**config.mk**
```make
export PLATFORM = sky130hd
export DESIGN_NAME = instruction_byte_sender
export DESIGN_NICKNAME = d
export VERILOG_FILES = /design/src/rtl/instruction_byte_sender_pkg.sv /design/src/rtl/instruction_byte_sender_word_fifo.sv /design/src/rtl/instruction_byte_sender.sv
export SDC_FILE = /design/constraint.sdc
export NUM_CORES = 1
export LEC_CHECK = 0
export ABC_AREA = 1
export ABC_CLOCK_PERIOD_IN_PS = 2630
export CAP_MARGIN = 10
export CORE_UTILIZATION = 57
export CTS_CLUSTER_DIAMETER = 40
export CTS_CLUSTER_SIZE = 28
export DETAILED_ROUTE_END_ITERATION = 7
export PLACE_DENSITY = 0.9
export SLEW_MARGIN = 40
export SYNTH_ARGS = -nofsm -noshare
export SYNTH_HDL_FRONTEND = slang
export SYNTH_HIERARCHICAL = 1
export SYNTH_SLANG_ARGS = --single-unit
```
**constraint.sdc**
```tcl
create_clock -name clk -period 2.63 [get_ports clk]
set_input_delay 0.526 -clock clk [delete_from_list [all_inputs] [get_ports clk]]
set_output_delay 0.526 -clock clk [all_outputs]
set_load 0.01 [all_outputs]
```
**src/rtl/instruction_byte_sender_pkg.sv**
```systemverilog
// Shared types and constants for the instruction byte sender.
// Holds bus/word widths, the instruction field layout and the sender FSM state encoding.
package instruction_byte_sender_pkg;

  localparam int unsigned BUS_W   = 8;
  localparam int unsigned WORD_W  = 16;
  localparam int unsigned OPC_MSB = 15;
  localparam int unsigned OPC_LSB = 13;
  localparam int unsigned ADDR_W  = 13;

  typedef enum logic [1:0] {
    ST_IDLE = 2'd0,
    ST_HI   = 2'd1,
    ST_LO   = 2'd2,
    ST_GAP  = 2'd3
  } state_t;

  typedef struct packed {
    logic [OPC_MSB-OPC_LSB:0] opcode;
    logic [ADDR_W-1:0]        addr;
  } instr_word_t;

  function automatic logic [BUS_W-1:0] hi_byte(input logic [WORD_W-1:0] w);
    return w[WORD_W-1 -: BUS_W];
  endfunction

  function automatic logic [BUS_W-1:0] lo_byte(input logic [WORD_W-1:0] w);
    return w[BUS_W-1:0];
  endfunction

endpackage

```
**src/rtl/instruction_byte_sender_word_fifo.sv**
```systemverilog
// Synchronous word FIFO with occupancy count; DEPTH must be a power of two.
// Pushes while full and pops while empty are dropped.
module instruction_byte_sender_word_fifo #(
  parameter int unsigned DEPTH = 4,
  parameter int unsigned WIDTH = 16
) (
  input  logic                   clk,
  input  logic                   rst_n,
  input  logic                   push,
  input  logic [WIDTH-1:0]       wdata,
  input  logic                   pop,
  output logic [WIDTH-1:0]       rdata,
  output logic                   full,
  output logic                   empty,
  output logic [$clog2(DEPTH):0] level
);

  localparam int unsigned AW = $clog2(DEPTH);
  localparam int unsigned LW = AW + 1;

  logic [WIDTH-1:0] mem_q [DEPTH];
  logic [AW-1:0]    wr_ptr_q, wr_ptr_d;
  logic [AW-1:0]    rd_ptr_q, rd_ptr_d;
  logic [LW-1:0]    cnt_q, cnt_d;
  logic             do_push, do_pop;

  assign full  = (cnt_q == LW'(DEPTH));
  assign empty = (cnt_q == '0);
  assign rdata = mem_q[rd_ptr_q];
  assign level = cnt_q;

  // Pointers wrap naturally because DEPTH is a power of two
  always_comb begin
    do_push  = push && !full;
    do_pop   = pop && !empty;
    wr_ptr_d = wr_ptr_q;
    rd_ptr_d = rd_ptr_q;
    cnt_d    = cnt_q;
    if (do_push) wr_ptr_d = wr_ptr_q + AW'(1);
    if (do_pop)  rd_ptr_d = rd_ptr_q + AW'(1);
    case ({do_push, do_pop})
      2'b10:   cnt_d = cnt_q + LW'(1);
      2'b01:   cnt_d = cnt_q - LW'(1);
      default: cnt_d = cnt_q;
    endcase
  end

  always_ff @(posedge clk or negedge rst_n) begin
    if (!rst_n) begin
      wr_ptr_q <= '0;
      rd_ptr_q <= '0;
      cnt_q    <= '0;
    end else begin
      wr_ptr_q <= wr_ptr_d;
      rd_ptr_q <= rd_ptr_d;
      cnt_q    <= cnt_d;
    end
  end

  // Storage needs no reset; occupancy gates every read
  always_ff @(posedge clk) begin
    if (do_push) mem_q[wr_ptr_q] <= wdata;
  end

endmodule

```
**src/rtl/instruction_byte_sender.sv**
```systemverilog
// Buffers 16-bit instruction words and sends each as high byte then low byte on an 8-bit bus.
// Optional SENDER_BACK_TO_BACK_EN chains words without the enable-low gap between them.
module instruction_byte_sender
  import instruction_byte_sender_pkg::*;
#(
  parameter int unsigned DEPTH = 4,
  parameter int unsigned CNT_W = 8
) (
  input  logic                   clk,
  input  logic                   rst,
  input  logic [WORD_W-1:0]      word_in,
  input  logic                   word_valid,
  output logic                   word_ready,
  output logic [BUS_W-1:0]       data,
  output logic                   enable,
  output logic                   busy,
  output logic [$clog2(DEPTH):0] level,
  output logic [CNT_W-1:0]       sent_count
);

  state_t            state_q, state_d;
  instr_word_t       shadow_q, shadow_d;
  logic [BUS_W-1:0]  data_q, data_d;
  logic              enable_q, enable_d;
  logic [CNT_W-1:0]  cnt_q, cnt_d;
  logic              fifo_pop;
  logic              fifo_full, fifo_empty;
  logic [WORD_W-1:0] fifo_rdata;

  instruction_byte_sender_word_fifo #(
    .DEPTH (DEPTH),
    .WIDTH (WORD_W)
  ) u_word_fifo (
    .clk   (clk),
    .rst_n (rst),
    .push  (word_valid && word_ready),
    .wdata (word_in),
    .pop   (fifo_pop),
    .rdata (fifo_rdata),
    .full  (fifo_full),
    .empty (fifo_empty),
    .level (level)
  );

  assign word_ready = !fifo_full;
  assign busy       = (level != '0) || (state_q != ST_IDLE);
  assign data       = data_q;
  assign enable     = enable_q;
  assign sent_count = cnt_q;

  // GAP also loads the next word so a steady stream runs at one word per three cycles
  always_comb begin
    state_d  = state_q;
    shadow_d = shadow_q;
    data_d   = data_q;
    enable_d = enable_q;
    cnt_d    = cnt_q;
    fifo_pop = 1'b0;
    case (state_q)
      ST_IDLE, ST_GAP: begin
        if (!fifo_empty) begin
          fifo_pop = 1'b1;
          shadow_d = instr_word_t'(fifo_rdata);
          data_d   = hi_byte(fifo_rdata);
          enable_d = 1'b1;
          state_d  = ST_HI;
        end else begin
          data_d   = '0;
          enable_d = 1'b0;
          state_d  = ST_IDLE;
        end
      end
      ST_HI: begin
        data_d   = lo_byte(shadow_q);
        enable_d = 1'b1;
        state_d  = ST_LO;
      end
      ST_LO: begin
        cnt_d = cnt_q + CNT_W'(1);
`ifdef SENDER_BACK_TO_BACK_EN
        if (!fifo_empty) begin
          fifo_pop = 1'b1;
          shadow_d = instr_word_t'(fifo_rdata);
          data_d   = hi_byte(fifo_rdata);
          enable_d = 1'b1;
          state_d  = ST_HI;
        end else begin
          data_d   = '0;
          enable_d = 1'b0;
          state_d  = ST_GAP;
        end
`else
        data_d   = '0;
        enable_d = 1'b0;
        state_d  = ST_GAP;
`endif
      end
      default: begin
        data_d   = '0;
        enable_d = 1'b0;
        state_d  = ST_IDLE;
      end
    endcase
  end

  // Async reset drops enable immediately, discarding any partial word
  always_ff @(posedge clk or negedge rst) begin
    if (!rst) begin
      state_q  <= ST_IDLE;
      shadow_q <= '0;
      data_q   <= '0;
      enable_q <= 1'b0;
      cnt_q    <= '0;
    end else begin
      state_q  <= state_d;
      shadow_q <= shadow_d;
      data_q   <= data_d;
      enable_q <= enable_d;
      cnt_q    <= cnt_d;
    end
  end

endmodule

```
==> impl_metrics.env, run 1 <==
export IMPL_insertion_delay_ns=0.36
export IMPL_cts_inserted_buffers=9
export IMPL_hpwl_mm=5.12
export IMPL_worst_hold_slack_ns=0.511
export IMPL_worst_setup_path_start_kind="register"
export IMPL_crit_path_end="u_word_fifo/level[2]"
export IMPL_maxSlewHeadroom_pct=63.7
export IMPL_grt_antenna_before_repair=0
export IMPL_core_area_um2=7330
export IMPL_fin_skew_ns=0.0107
export IMPL_grt_usage_pct=21.9
export IMPL_arrival_ns=2.48
export IMPL_drt_initial_drc_count=183
export IMPL_syn_area_um2=4350
export IMPL_post_cts_buffers=0
export IMPL_syn_to_final_growth_pct=16.4
export IMPL_synth_yosys_seq_area_share_pct=63.8
export IMPL_synth_edf_count=64
export IMPL_drive_gt1_share_pct=17.1
export IMPL_synth_seq_cells=98
export IMPL_ant_nets=0
export IMPL_portBuffers=40
export IMPL_cts_hold_buffers_added=0
export IMPL_cts_buffer_depth=2
export IMPL_start_util_pct=59.3
export IMPL_fin_crit_sh_pct=84.1
export IMPL_rows=31
export IMPL_cts_resized=0
export IMPL_reg2reg_to="u_word_fifo/level[2]"
export IMPL_rr_startpoint="state_q[0]"
export IMPL_synth_fp_nets=397
export IMPL_htreeDepth=3
export IMPL_wl_per_cell_um=14.8
export IMPL_grt_pass1_wl_mm=12.6
export IMPL_grt_start_max_net_pins=35
export IMPL_yosysUniqueCellTypes=24
export IMPL_cts_tree="done"
export IMPL_dr_pass1_iters=4
export IMPL_p_leak_nw=2.22
export IMPL_crit_start="state_q[0]"
export IMPL_setup_viol=0
export IMPL_fmax_mhz=452
export IMPL_synthCells=367
export IMPL_status="completed"
export IMPL_die_x_um=89.3
export IMPL_vias_per_cell=5.20
export IMPL_hold_path_class="register to register"
export IMPL_via_count=2701
export IMPL_p_per_area_nw_per_um2=1150
export IMPL_multi_input_area_um2=1210
export IMPL_tightest_slew_ns=0.545
export IMPL_crit_fanout=5
export IMPL_synth_top_cell_area_share_pct=44.2
export IMPL_yosys_top_cells_count="nand2_1 (96), edfxtp_1 (64), inv_1 (62)"
export IMPL_slew_viol_final=0
export IMPL_rrSetupSlack_ns=0.42
export IMPL_fin_nets=445
export IMPL_ioPinCount=41
export IMPL_grt_pass1_vias=2665
export IMPL_yosysWarningCount=6
export IMPL_synth_top_area_cell="edfxtp_1"
export IMPL_cts_root_buf="clkbuf_8"
export IMPL_peakVddDrop_mv=0.484
export IMPL_finalHoldViolations=0
export IMPL_drcViolationCount=0
export IMPL_critical_path_class="register to register"
export IMPL_fp_dieH_um=89.3
export IMPL_n_antenna_cell=0
export IMPL_avgSynthCellArea_um2=11.8
export IMPL_ys_top_cells_by_area="edfxtp_1 (44%), dfrtp_1 (20%), o211ai_2 (9.2%), nand2_1 (8.3%), inv_1 (5.4%)"
export IMPL_cp_data_required_time_ns=2.89
export IMPL_yosysMostFrequentCell="nand2_1"
export IMPL_r2r_worst_path_cells=12
export IMPL_setup_tns_ns=0
export IMPL_regArea_um2=2770
export IMPL_yosys_most_used_dff="edfxtp_1"
export IMPL_async_reset_ff_share_pct=34.7
export IMPL_crit_path_end_kind="register"
export IMPL_maxCapViolations=0
export IMPL_cts_clk_slew_worst_paths_ns=0.09
export IMPL_wl_mm=7.67
export IMPL_fin_crit_ns=2.21
export IMPL_rsz0062_at_grt="false"
export IMPL_routabilityCongestion=0.765
export IMPL_die_area_um2=7980
export IMPL_nFillCells=485
export IMPL_overflow=0
export IMPL_clock_sinks=98
[placed cells by master, fill, tap and decap left out, drive strengths merged]
cell type,instances
nand2,104
inv,68
edfxtp,64
clkdlybuf4s50,40
dfrtp,34
o211ai,32
o21ai,17
ha,10
clkbuf,9
buf,9
nor2,9
nand3,8
xor2,3
clkinv,3
nand3b,2
xnor2,2
bufinv,2
nor3,1
mux2,1
nand4,1
fa,1
[worst max-delay path, cell delays in order (launching register included)]
cell	delay (ns)
dfrtp_1	0.39
inv_1	0.08
ha_1	0.39
nor2_4	0.12
nand2_1	0.09
inv_1	0.08
ha_1	0.18
inv_1	0.08
fa_1	0.39
nand2_1	0.10
nand3_1	0.08
nand2_1	0.06
nand2_1	0.05
[stage by stage]
stage	cell area [um2]	total power [mW]	utilization, %	cells	worst slack (ns)
4_1_cts	5060	5.86	69.0	519	0.439
3_3_place_gp	4840	4.65	66.1	503	0.348
3_5_place_dp	4840	4.80	66.1	503	0.259
2_1_floorplan	4350	4.10	-	367	0.470
6_report	5060	5.82	69.0	519	0.418
5_1_grt	5060	6.24	69.0	519	0.227
[flip-flops by register name, summed over array words and instances, names as in the netlist]
name	cells
sent_count	8
u_word_fifo/level	3
u_word_fifo/rd_ptr_q	2
enable	1
u_word_fifo/wr_ptr_q	2
data	8
state_q	2
u_word_fifo/mem_q	64
shadow_q	8
[area by class of cell]
type                    count  area share [%]
clock inverters             7            1.81
clock buffers               9            2.45
flip-flops and latches     98            54.8
repair buffers             49            9.50
multi-input cells         191            24.0
well taps                  99            2.45
inverters                  66            5.00
[where the power goes]
| part | leakage (nW) | internal (mW) | switching (mW) |
|---|---|---|---|
| combinational | 1.10 | 0.942 | 1.49 |
| clock | 0.111 | 0.536 | 0.501 |
| sequential | 1.01 | 2.12 | 0.235 |
| total | 2.22 | 3.59 | 2.23 |
[routing by layer]
metal,GRT usage [%],up-vias,routed length (um)
met4,7.22,0,167
met2,38.1,66,4100
met3,6.09,11,315
met5,0,-,0
met1,26.4,1328,3080
li1,-,1296,-
[how the worst min path moves through the flow]
| stage | from | end | slack (ns) | depth (start not counted) |
|---|---|---|---|---|
| finish | sent_count[7] | sent_count[7] | 0.51 | 2 |
| global route | sent_count[2] | sent_count[2] | 0.55 | 1 |
| CTS | sent_count[7] | sent_count[7] | 0.52 | 2 |
| detailed placement | sent_count[7] | sent_count[7] | 0.50 | 2 |
| global placement | sent_count[7] | sent_count[7] | 0.48 | 2 |
| floorplan | rst | data[0] | 0.23 | 0 |
[kinds of logic (layout without fill, tap and decap cells)]
family	after synthesis	count (layout)	share of synthesized area, %
buffers and inverters	78	131	8.29
xor gates and xnor gates	5	5	1.01
muxes	1	1	0.259
and+or+nand+nor	125	125	12.1
DFF	98	98	63.8
adders and majority gates	11	11	3.34
AOI/OAI and AO/OA	49	49	11.2
Power figures use the tool's default switching activity.
==> inputs of run 2 (changes only) <==
Settings changed: ABC_CLOCK_PERIOD_IN_PS 2630 to 1900, CORE_UTILIZATION 57 to 51, PLACE_DENSITY 0.9 to 0.86.
Clock period 2.63 ns to 1.9 ns, I/O delays scaled along.
==> run 2 against run 1 <==
Utilization decreased by 4.7 points; global-route usage decreased by 2.2 points; wire length increased by 2.0%; combinational power increased by 63%; largest cell class unchanged; hold slack got worse by 0.081 ns; setup slack got worse by 0.38 ns; sequential share of layout area decreased by 2.3 points; maximum frequency increased by 19%; highest routed layer unchanged; critical endpoint unchanged.
==> impl_metrics.env, run 2 (synthesized netlist as in run 1, its figures left out) <==
export IMPL_status="completed"
export IMPL_fp_dieH_um=94.3
export IMPL_slew_viol_final=0
export IMPL_hold_path_class="input port to asynchronous set/reset pin"
export IMPL_wl_per_cell_um=14.6
export IMPL_insertion_delay_ns=0.36
export IMPL_rows=33
export IMPL_hpwl_mm=5.06
export IMPL_fin_crit_ns=1.86
export IMPL_grt_pass1_wl_mm=12.8
export IMPL_fin_crit_sh_pct=97.9
export IMPL_rr_startpoint="state_q[1]"
export IMPL_regMostFlops="u_word_fifo/mem_q"
export IMPL_cts_root_buf="clkbuf_8"
export IMPL_p_leak_nw=2.29
export IMPL_slowest_stage="dfrtp_1"
export IMPL_crit_path_end="u_word_fifo/level[2]"
export IMPL_grt_pass1_vias=2716
export IMPL_n_antenna_cell=0
export IMPL_cts_clk_slew_worst_paths_ns=0.10
export IMPL_drive_gt1_share_pct=23.6
export IMPL_grt_start_max_net_pins=37
export IMPL_fin_skew_ns=0.0111
export IMPL_fmax_mhz=538
export IMPL_dr_pass1_iters=4
export IMPL_placedCellCount=516
export IMPL_setup_viol=0
export IMPL_largest_reg_flops=64
export IMPL_postPlaceCellArea_um2=4980
export IMPL_rrSetupSlack_ns=0.04
export IMPL_grt_antenna_before_repair=0
export IMPL_final_cell_mix="nand2_1 (92), edfxtp_1 (64), inv_1 (57)"
export IMPL_fin_nets=457
export IMPL_worst_path_most_repeated_cell="inv_2"
export IMPL_cts_tree="done"
export IMPL_critical_path_n_buffers_inverters=4
export IMPL_vias_per_cell=5.05
export IMPL_drt_initial_drc_count=169
export IMPL_worst_slack_ns=0.0396
export IMPL_rsz0062_at_grt="true"
export IMPL_ioPinCount=41
export IMPL_final_common_cell="nand2_1"
export IMPL_htreeDepth=3
export IMPL_drcViolationCount=0
export IMPL_clock_sinks=98
export IMPL_arrival_ns=2.16
export IMPL_cp_data_required_time_ns=2.20
export IMPL_overflow=0
export IMPL_critical_path_class="register to register"
export IMPL_reg2reg_to="u_word_fifo/level[2]"
export IMPL_ant_nets=0
export IMPL_worst_setup_path_start_kind="register"
export IMPL_portBuffers=40
export IMPL_die_area_um2=8900
export IMPL_grt_usage_pct=19.7
export IMPL_crit_fanout=5
export IMPL_cpLargestDelayFamily="adder cells"
export IMPL_pre_cts_slack_ns=-0.156
export IMPL_cts_inserted_buffers=9
export IMPL_crit_start="state_q[1]"
export IMPL_maxSlewHeadroom_pct=69.7
export IMPL_tightest_slew_ns=0.454
export IMPL_core_area_um2=8220
export IMPL_start_util_pct=52.9
export IMPL_die_x_um=94.3
export IMPL_syn_to_final_growth_pct=21.5
export IMPL_via_count=2712
export IMPL_finalHoldViolations=0
export IMPL_path_cells="inv_2, ha_4, nor2_4, nand2_2, inv_2, ha_4, inv_2, fa_2, inv_2, nand2_2, nand3_2, nand2_1, nand2_1"
export IMPL_nFillCells=592
export IMPL_final_area_um2=5280
export IMPL_cp_depth=13
export IMPL_cts_buffer_depth=2
export IMPL_final_cells=537
export IMPL_r2r_worst_path_cells=13
export IMPL_final_util_pct=64.3
export IMPL_wl_mm=7.82
export IMPL_p_per_area_nw_per_um2=1630
export IMPL_maxCapViolations=0
export IMPL_routabilityCongestion=0.745
export IMPL_peakVddDrop_mv=0.836
export IMPL_max_stage_delay_ns=0.40
export IMPL_crit_path_end_kind="register"
==> run 2: changes by cell type in the layout (fill, tap and decap cells not counted), sizes merged <==
cell and delta:
inv +1, clkdlybuf4s50 -2, buf +12, clkinvlp +1
dlygate4sd2 +2, clkinv -2
==> run 2: area by class of cell <==
class | count | area [um2] | share of cell area [%]
Clock buffer | 9 | 124 | 2.35
Multi-Input combinational cell | 191 | 1270 | 24.0
Tap cell | 105 | 131 | 2.49
Inverter | 66 | 253 | 4.79
Sequential cell | 98 | 2770 | 52.5
Timing Repair Buffer | 61 | 631 | 11.9
Clock inverter | 7 | 98.8 | 1.87
==> run 2: through the flow <==
step           TNS (ns)  total power [mW]  hold slack [ns]
6_report              0              8.61            0.430
2_1_floorplan    -13.33              5.74           0.0844
3_5_place_dp      -1.88              6.91            0.501
3_3_place_gp     -0.496              6.70            0.473
5_1_grt         -0.0948              9.18            0.462
4_1_cts               0              8.48            0.431
==> run 2: routing by layer <==
metal | track usage, % | wire (um)
met1 | 23.3 | 3250
met2 | 34.1 | 4140
met3 | 5.34 | 344
met4 | 7.69 | 89
met5 | 0 | 0
==> run 2: worst min path at each step <==
stage,depth (start not counted),from,endpoint
2_1_floorplan,0,rst,data[0]
3_3_place_gp,2,sent_count[7],sent_count[7]
3_5_place_dp,2,sent_count[7],sent_count[7]
4_1_cts,2,rst,sent_count[4]
5_1_grt,2,rst,sent_count[0]
6_report,2,rst,data[3]
==> run 2: power breakdown <==
group	switching [mW]	internal, mW
Combinational	2.29	1.67
Clock	0.712	0.753
Sequential	0.265	2.93
Total	3.26	5.35
==> run 2: what timing repair did <==
| item | CTS | global route |
|---|---|---|
| setup buffers | 2 | 3 |
| pin swaps | 2 | 6 |
| hold endpoints to repair | 0 | 0 |
| endpoints found under the setup margin | 4 | 3 |
| hold buffers | 0 | 0 |
| resized for setup | 9 | 8 |
==> inputs of run 3 (changes only) <==
Settings changed: ABC_AREA 1 to default, CORE_ASPECT_RATIO from default to 1.75, CORE_UTILIZATION 51 to 50.
==> run 3 against run 2 <==
The run now ends with setup timing left; clock skew is 0.0034 ns lower; non-clock buffer count is 6 higher; utilization is 0.94 points higher; combinational power is 12% lower; clock power is 13% higher; register-to-register slack worse by 0.096 ns; hold slack better by 0.017 ns; synthesized area is 11% lower; critical path type unchanged; critical endpoint unchanged; largest cell class unchanged.
==> impl_metrics.env, run 3 <==
export IMPL_synth_edf_count=64
export IMPL_crit_fanout=2
export IMPL_ant_nets=0
export IMPL_htreeDepth=3
export IMPL_fin_nets=299
export IMPL_rr_startpoint="state_q[1]"
export IMPL_final_cells=362
export IMPL_wl_per_cell_um=17.7
export IMPL_via_count=1956
export IMPL_insertion_delay_ns=0.34
export IMPL_grt_usage_pct=18.3
export IMPL_drive_gt1_share_pct=27.4
export IMPL_synth_compound_area_share_pct=2.46
export IMPL_fp_dieH_um=118
export IMPL_pre_cts_slack_ns=-0.239
export IMPL_hold_path_class="input port to asynchronous set/reset pin"
export IMPL_fin_crit_ns=1.96
export IMPL_reg2reg_to="u_word_fifo/level[2]"
export IMPL_n_antenna_cell=0
export IMPL_die_x_um=68.5
export IMPL_maxCapViolations=0
export IMPL_tightest_slew_ns=0.450
export IMPL_synthMuxAreaShare_pct=13.3
export IMPL_arrival_ns=2.23
export IMPL_crit_path_end_kind="register"
export IMPL_grt_pass1_vias=2035
export IMPL_fin_skew_ns=0.00772
export IMPL_cts_inserted_buffers=9
export IMPL_synth_top_area_cell="edfxtp_1"
export IMPL_clock_sinks=98
export IMPL_wl_mm=6.39
export IMPL_portBuffers=40
export IMPL_vias_per_cell=5.40
export IMPL_synth_top_cell_area_share_pct=49.7
export IMPL_finalHoldViolations=0
export IMPL_placedCellCount=339
export IMPL_violations="setup timing"
export IMPL_fmax_mhz=511
export IMPL_ys_top_cells_by_area="edfxtp_1 (50%), dfrtp_1 (22%), mux4_1 (5.4%), mux4_2 (4.7%), ha_1 (3.2%)"
export IMPL_cts_buffer_depth=2
export IMPL_start_util_pct=51.5
export IMPL_cts_tree="done"
export IMPL_cp_data_required_time_ns=2.17
export IMPL_p_leak_nw=1.89
export IMPL_ioPinCount=41
export IMPL_synth_fp_nets=227
export IMPL_worst_setup_path_start_kind="register"
export IMPL_async_reset_ff_share_pct=34.7
export IMPL_status="finished with violations"
export IMPL_maxSlewHeadroom_pct=70.0
export IMPL_die_area_um2=8110
export IMPL_synth_top_family_by_area="multiplexers"
export IMPL_yosysUniqueCellTypes=30
export IMPL_largest_reg_flops=64
export IMPL_setup_viol=2
export IMPL_synth_adder_area_share_pct=3.75
export IMPL_critical_path_class="register to register"
export IMPL_routabilityCongestion=0.687
export IMPL_worst_slack_ns=-0.0565
export IMPL_yosysMostFrequentCell="edfxtp_1"
export IMPL_grt_start_max_net_pins=35
export IMPL_synthCells=197
export IMPL_syn_to_final_growth_pct=26.6
export IMPL_r2r_worst_path_cells=10
export IMPL_drcViolationCount=0
export IMPL_cts_clk_slew_worst_paths_ns=0.07
export IMPL_rows=42
export IMPL_final_common_cell="edfxtp_1"
export IMPL_dr_pass1_iters=4
export IMPL_peakVddDrop_mv=0.898
export IMPL_yosys_most_used_dff="edfxtp_1"
export IMPL_slew_viol_final=0
export IMPL_fin_crit_sh_pct=103
export IMPL_grt_antenna_before_repair=0
export IMPL_syn_area_um2=3870
export IMPL_synthXorXnorAreaFrac_pct=2.94
export IMPL_yosys_top_cells_count="edfxtp_1 (64), dfrtp_1 (34), ha_1 (10), mux2_2 (10), inv_1 (9)"
export IMPL_rrSetupSlack_ns=-0.06
export IMPL_synth_seq_cells=98
export IMPL_hpwl_mm=4.13
export IMPL_rsz0062_at_grt="true"
export IMPL_grt_pass1_wl_mm=10.2
export IMPL_drt_initial_drc_count=72
export IMPL_regMostFlops="u_word_fifo/mem_q"
export IMPL_overflow=0
export IMPL_yosysWarningCount=6
export IMPL_core_area_um2=7510
export IMPL_synth_yosys_seq_area_share_pct=71.7
export IMPL_total_power_mw=8.36
export IMPL_p_per_area_nw_per_um2=1710
export IMPL_avgSynthCellArea_um2=19.6
export IMPL_final_cell_mix="edfxtp_1 (64), clkdlybuf4s50_1 (38), dfrtp_1 (33)"
export IMPL_cts_root_buf="clkbuf_16"
export IMPL_synth_simple_gate_area_share_pct=3.72
-- run 3: cell types whose count changed after synthesis, moves of 9 or more --
cell / change
nand2_1: -91
inv_1: -53
o211ai_2: -32
o21ai_0: -17
mux2_2: +9
-- run 3: cell type report --
type / instances / area (um2)
Clock buffer: 10 / 229
Clock inverter: 6 / 40.0
Fill cell: 517 / 2620
Inverter: 9 / 33.8
Multi-Input combinational cell: 84 / 1040
Sequential cell: 98 / 2770
Tap cell: 88 / 110
Timing Repair Buffer: 67 / 669
-- run 3: report_power, final --
group          internal (mW)  total, mW  switching (mW)
Sequential              2.96       3.24           0.280
Clock                  0.892       1.65           0.762
Combinational           1.98       3.47            1.48
-- run 3: kinds of logic (layout without fill, tap and decap cells) --
family,after synthesis,count (layout)
XOR/XNOR,13,13
AO/OA/AOI/OAI,11,11
adder cells (fa/ha/maj),11,11
multiplexers,27,27
flip-flops,98,98
AND/OR/NAND/NOR,22,22
buffers and inverters,15,92
-- run 3: stage by stage --
stage | hold WS [ns] | instance area [um2] | util (%) | TNS, ns
floorplan | 0.0844 | 3890 | - | -0.626
CTS | 0.464 | 4880 | 64.9 | -0.0646
detailed placement | 0.456 | 4560 | 60.7 | -0.903
global route | 0.483 | 4900 | 65.2 | -0.321
finish | 0.446 | 4900 | 65.2 | -0.0779
global placement | 0.456 | 4560 | 60.7 | -0.386
-- run 3: worst max-delay path: stages, from the launching register on --
cell and delay (ns):
dfrtp_1 0.39, inv_2 0.09, ha_4 0.21, nor2_4 0.08, o31a_1 0.16, ha_2 0.19
inv_2 0.04, fa_2 0.33, xor2_1 0.14, nor2_1 0.11, xor2_1 0.14
-- run 3: worst max-delay path by stage --
stage,startpoint,endpoint,slack (ns),cells past startpoint
4_1_cts,state_q[1],u_word_fifo/level[2],-0.03,10
5_1_grt,state_q[1],u_word_fifo/level[2],-0.19,10
3_5_place_dp,word_valid,u_word_fifo/level[2],-0.24,10
3_3_place_gp,word_valid,u_word_fifo/level[2],-0.19,10
2_1_floorplan,state_q[1],u_word_fifo/level[2],-0.37,11
6_report,state_q[1],u_word_fifo/level[2],-0.06,10
-- run 3: what timing repair did --
action | 4_1_cts | 5_1_grt
cloned | 0 | 0
hold buffers | 0 | 0
setup endpoints to repair | 3 | 3
resized for setup | 10 | 1
buffers inserted | 5 | 2
pin swaps | 5 | 2
-- run 3: metal layers --
metal / track usage (%) / vias up / routed length, um
li1: - / 896 / -
met1: 21.0 / 1012 / 2480
met2: 30.3 / 39 / 3580
met3: 5.79 / 9 / 221
met4: 8.20 / 0 / 104
met5: 0 / - / 0
